## src/rtl/gpi_rx_pkg.sv

```systemverilog
// gpi_rx_pkg: shared types and constants for the GPI receive conditioner.
package gpi_rx_pkg;
    typedef enum logic {STABLE, QUALIFY} state_t;
    localparam logic [1:0] EDGE_NONE = 2'b00;
    localparam logic [1:0] EDGE_RISE = 2'b01;
    localparam logic [1:0] EDGE_FALL = 2'b10;
    localparam logic [1:0] EDGE_BOTH = 2'b11;
endpackage

```

## src/rtl/gpi_rx_sync.sv

```systemverilog
// gpi_rx_sync: multi-flop synchronizer bringing the async pad level into the core clock.
module gpi_rx_sync #(
    parameter int SYNC_STAGES = 2
) (
    input  logic i_clk,
    input  logic i_rst_n,
    input  logic i_d,
    output logic o_q
);
    logic [SYNC_STAGES-1:0] r_chain;
    always_ff @(posedge i_clk) begin
        r_chain <= !i_rst_n ? '0 : {r_chain[SYNC_STAGES-2:0], i_d};
    end
    assign o_q = r_chain[SYNC_STAGES-1];
endmodule

```

## src/rtl/gpi_rx_cond.sv

```systemverilog
// gpi_rx_cond: synchronizes, glitch-filters and edge-detects a pad input,
// holding one pending event with sticky overflow until acknowledged.
module gpi_rx_cond import gpi_rx_pkg::*; #(
    parameter int SYNC_STAGES = 2,
    parameter int FLT_W       = 4
) (
    input  logic             CLK_I,
    input  logic             RST_NI,
    input  logic             DI_I,
    input  logic             EN_I,
    input  logic [FLT_W-1:0] FLT_LEN_I,
    input  logic [1:0]       EDGE_SEL_I,
    input  logic             ACK_I,
    output logic             DI_O,
    output logic             EVT_O,
    output logic             EVT_LVL_O,
    output logic             OVF_O
);
    logic             w_sync;
    state_t           r_state, w_state_nxt;
    logic [FLT_W-1:0] r_cnt, w_cnt_nxt;
    logic             r_di, w_di_nxt;
    logic             r_evt, r_lvl, r_ovf;
    logic             w_qual;

    gpi_rx_sync #(.SYNC_STAGES(SYNC_STAGES)) u_sync (
        .i_clk   (CLK_I),
        .i_rst_n (RST_NI),
        .i_d     (DI_I),
        .o_q     (w_sync)
    );

    always_ff @(posedge CLK_I) begin
        if (!RST_NI) begin
            r_state <= STABLE;
            r_cnt   <= '0;
            r_di    <= 1'b0;
        end else begin
            r_state <= w_state_nxt;
            r_cnt   <= w_cnt_nxt;
            r_di    <= w_di_nxt;
        end
    end

    // >= rather than == so a length shortened mid-qualify still completes
    always_comb begin
        w_state_nxt = r_state;
        w_cnt_nxt   = r_cnt;
        w_di_nxt    = r_di;
        if (EN_I) begin
            if (r_state == STABLE) begin
                if (w_sync != r_di) begin
                    if (FLT_LEN_I == '0) begin
                        w_di_nxt = w_sync;
                    end else begin
                        w_state_nxt = QUALIFY;
                        w_cnt_nxt   = FLT_W'(1);
                    end
                end
            end else if (w_sync == r_di) begin
                w_state_nxt = STABLE;
                w_cnt_nxt   = '0;
            end else if (r_cnt >= FLT_LEN_I) begin
                w_di_nxt    = w_sync;
                w_state_nxt = STABLE;
                w_cnt_nxt   = '0;
            end else if (r_cnt != '1) begin
                w_cnt_nxt = r_cnt + FLT_W'(1);
            end
        end
    end

    assign w_qual = (w_di_nxt != r_di) &&
                    ((EDGE_SEL_I & (w_di_nxt ? EDGE_RISE : EDGE_FALL)) != EDGE_NONE);

    // a same-cycle ack frees the slot, so the new edge is captured instead of overflowing
    always_ff @(posedge CLK_I) begin
        if (!RST_NI) begin
            r_evt <= 1'b0;
            r_lvl <= 1'b0;
            r_ovf <= 1'b0;
        end else if (w_qual && (!r_evt || ACK_I)) begin
            r_evt <= 1'b1;
            r_lvl <= w_di_nxt;
            r_ovf <= 1'b0;
        end else if (w_qual) begin
            r_ovf <= 1'b1;
        end else if (ACK_I) begin
            r_evt <= 1'b0;
            r_ovf <= 1'b0;
        end
    end

    assign DI_O      = r_di;
    assign EVT_O     = r_evt;
    assign EVT_LVL_O = r_lvl;
    assign OVF_O     = r_ovf;
endmodule

```

## config.mk

```make
export PLATFORM = sky130hd
export DESIGN_NAME = gpi_rx_cond
export DESIGN_NICKNAME = d
export VERILOG_FILES = /design/src/rtl/gpi_rx_pkg.sv /design/src/rtl/gpi_rx_sync.sv /design/src/rtl/gpi_rx_cond.sv
export SDC_FILE = /design/constraint.sdc
export NUM_CORES = 1
export LEC_CHECK = 0
export ABC_AREA = 1
export CAP_MARGIN = 10
export CORE_AREA = 2 2 42 44
export DETAILED_ROUTE_END_ITERATION = 6
export DIE_AREA = 0 0 44 46
export PLACE_DENSITY = 0.81
export SYNTH_ARGS = -nofsm -noshare
export SYNTH_HDL_FRONTEND = slang
export SYNTH_SLANG_ARGS = --single-unit
```

## constraint.sdc

```tcl
create_clock -name CLK_I -period 2.03 [get_ports CLK_I]
set_input_delay 0.203 -clock CLK_I [delete_from_list [all_inputs] [get_ports CLK_I]]
set_output_delay 0.203 -clock CLK_I [all_outputs]
set_load 0.005 [all_outputs]
```

==> results <==
[sequential cells by signal, indices dropped and copies added, names as in the netlist]
name and cells:
DI_O 1, EVT_LVL_O 1, EVT_O 1, OVF_O 1, r_cnt 4, r_state 1, u_sync.r_chain 2
[metrics by stage]
step                      hold slack (ns)  std cells  setup slack [ns]
after floorplan                     0.296        107             0.363
after global placement              0.396        142           -0.0502
after detailed placement            0.418        142            -0.143
after CTS                           0.435        146             0.140
after global routing                0.449        146           0.00896
final                               0.436        146             0.190
[cell usage in the layout (no fill, tap or decap), drive strengths merged]
cell           instances
a21oi                 10
xnor2                  2
dfxtp                 11
inv                   25
buf                    4
o21ai                  2
nor2                  11
ha                     5
nand4                  4
clkinv                 1
clkdlybuf4s50         14
nor3                   1
nand2                 29
nand3                  7
clkbuf                 3
[area by class of cell]
cell class                      count  share of cell area, %
Multi-Input combinational cell     71                   42.7
Clock buffer                        3                   2.42
Clock inverter                      1                  0.538
Sequential cell                    11                   23.7
Tap cell                           17                   2.29
Timing Repair Buffer               18                   18.3
Inverter                           25                   10.1
[synthesized netlist by cell type (all sizes together)]
library cell,number,share of area (%)
dfxtp,11,31
a21oi,10,8.8
o21ai,2,1.4
nor2,11,6.3
nand3,7,5.0
ha,5,8.9
nor3,1,0.71
xnor2,2,2.5
inv,25,13
nand2,29,17
nand4,4,4.5
[cell families (layout without fill, tap and decap cells)]
family	after synthesis	after routing	share of synthesized area [%]
and+or+nand+nor	52	52	33.5
xor gates and xnor gates	2	2	2.50
AOI/OAI and AO/OA	12	12	10.2
buffers and inverters	25	47	13.4
DFF	11	11	31.5
adders and majority gates	5	5	8.94
[metal layers]
layer	share of wire [%]	track usage (%)	vias up
li1	-	-	375
met1	45	16.0	294
met2	49	26.5	11
met3	2.8	2.38	5
met4	2.8	10.9	0
met5	0	0	-
[timing repair]
item | in CTS | in global routing
buffers inserted | 0 | 0
gates resized for setup | 0 | 3
setup endpoints to repair | 0 | 4
hold endpoints to repair | 0 | 0
[worst max path at each step]
| stage | start | end | depth (start not counted) |
|---|---|---|---|
| 2_1_floorplan | r_cnt[0] | r_cnt[3] | 14 |
| 3_3_place_gp | FLT_LEN_I[3] | r_cnt[3] | 13 |
| 3_5_place_dp | FLT_LEN_I[3] | r_cnt[3] | 13 |
| 4_1_cts | FLT_LEN_I[3] | r_cnt[3] | 13 |
| 5_1_grt | FLT_LEN_I[3] | EVT_LVL_O | 15 |
| 6_report | FLT_LEN_I[3] | r_cnt[3] | 15 |
[worst register-to-register path, stage by stage, from the launching register on]
cell	delay, ns
dfxtp_1	0.41
inv_1	0.09
ha_1	0.27
nand2_1	0.06
inv_1	0.03
nand2_1	0.07
nand3_1	0.12
nor2_2	0.15
nand3_1	0.13
nand2_4	0.12
inv_2	0.04
nand4_2	0.06
nand2_1	0.05
nand2_1	0.06
nor2_2	0.03
[report_power, final]
group          internal [W]  switching (W)  total [W]
logic             0.0000643      0.0000646   0.000129
clock network     0.0000728      0.0000707   0.000143
registers          0.000229      0.0000119   0.000241
==> out/qor.csv <==
stage,metric,value,unit
setup_path,path_common_cell,nand2_1,
pwr,cellPowerDensity,552,nW/µm²
cts,cts_root_buffer,clkbuf_4,
sta,fin_crit,1.84,ns
drt,ant_nets,0,
sta,grt_setup_unrepaired,false,
pwr,peakVddDrop,0.391,mV
layout,syn_to_final_growth,32.9,%
setup_path,cp_cell_sequence,clkdlybuf4s50_1 > inv_1 > ha_1 > nand2_1 > inv_1 > nand2_1 > nand3_1 > nor2_2 > nand3_1 > nand2_4 > inv_2 > nand4_2 > nand2_1 > nand2_1 > nor2_2,
setup_path,arrival,2.00,ns
synth,synth_area,699,µm²
synth,syn_inst,107,
cts,clkLatencyLatePin,0.26,ns
setup_path,critPathMaxFanout,7,
sta,max_freq,543,MHz
synth,yosysWarnings,0,
grt,grt_usage,14.9,%
placement,gp_congestion,0.805,
setup_path,endpoint_kind,flip-flop,
setup_path,regToRegEndpoint,r_cnt[3],
cts,numCtsBuffers,3,
layout,seqCellArea,220,µm²
cts,cts_tree,yes,
grt,grt_start_max_net_pins,8,
sta,worstMarginPinSlew,0.221,ns
die,die-area,2020,µm²
layout,drive_gt1_share,13.2,%
sta,setup_viol,0,
sta,fin_skew,0.00586,ns
die,die_w,44,µm
synth,synth_fp_nets,123,
setup_path,path_delay_family,simple AND/OR/NAND/NOR gates,
min_path,holdPathStages,2,
die,core,1610,µm²
placement,port_buffers,14,
sta,fin_tns_setup,0,ns
layout,nFillCells,158,
synth,ys_seq_elements,11,
pwr,total_leakage_power,0.490,nW
layout,nets,146,
grt,antenna_found_initial,0,
grt,grt_pass1_wl,2160,µm
pwr,finalPower,0.000513,W
sta,hold_viol_final,0,
cts,h-tree-depth,1,
synth,ys_types,17,
cts,cts_hold_buf,0,
setup_path,max_stage_delay,0.47,ns
synth,synth_seq_area_share,31.5,%
sta,final.period_utilization,90.6,%
layout,utilization,57.6,%
min_path,hold_path_end,u_sync.r_chain[1],
drt,wl_per_cell,8.91,µm
grt,grt_pass1_vias,608,
sta,maxSlewViolCount,0,
drt,drc_errors,0,
drt,vias_per_cell,4.69,
layout,fin_area,930,µm²
placement,hpwlAfterDp,1080,µm
placement,post_dp_cell_area,891,µm²
cts,clk_pin_slew_worst_paths,0.07,ns
setup_path,critPathKind,in -> reg,
sta,slew_headroom,85.1,%
run,cap_viol_max_count,0,
layout,antenna_cells,0,
drt,drt-total-wl,1300,µm
die,rows,15,
die,initial_core_util,43.3,%
run_status,status,finished clean,
setup_path,startpoint_type,primary input,
cts,clock-sinks,11,
drt,vias,685,
drt,first_pass_iters,4,
die,die_y,46,µm
min_path,worst_hold_startpoint,u_sync.r_chain[0],
setup_path,critPathRequiredTime,2.19,ns
setup_path,r2r_slack,0.23,ns
setup_path,crit_buf_inv,4,
die,io_pins,15,
setup_path,cpMaxStageDelayCell,clkdlybuf4s50_1,
setup_path,r2r_cells,14,
grt,grt_overflow_total,0,
layout,multiInputGateArea,397,µm²
drt,drt-initial-drc-count,5,
synth,synth_area_per_cell,6.54,µm²
min_path,hold_class,reg -> reg,
setup_path,reg2reg_from,r_cnt[0],
cts,clockBufferDepth,2,
No activity file was read; power rests on OpenSTA's default activity.
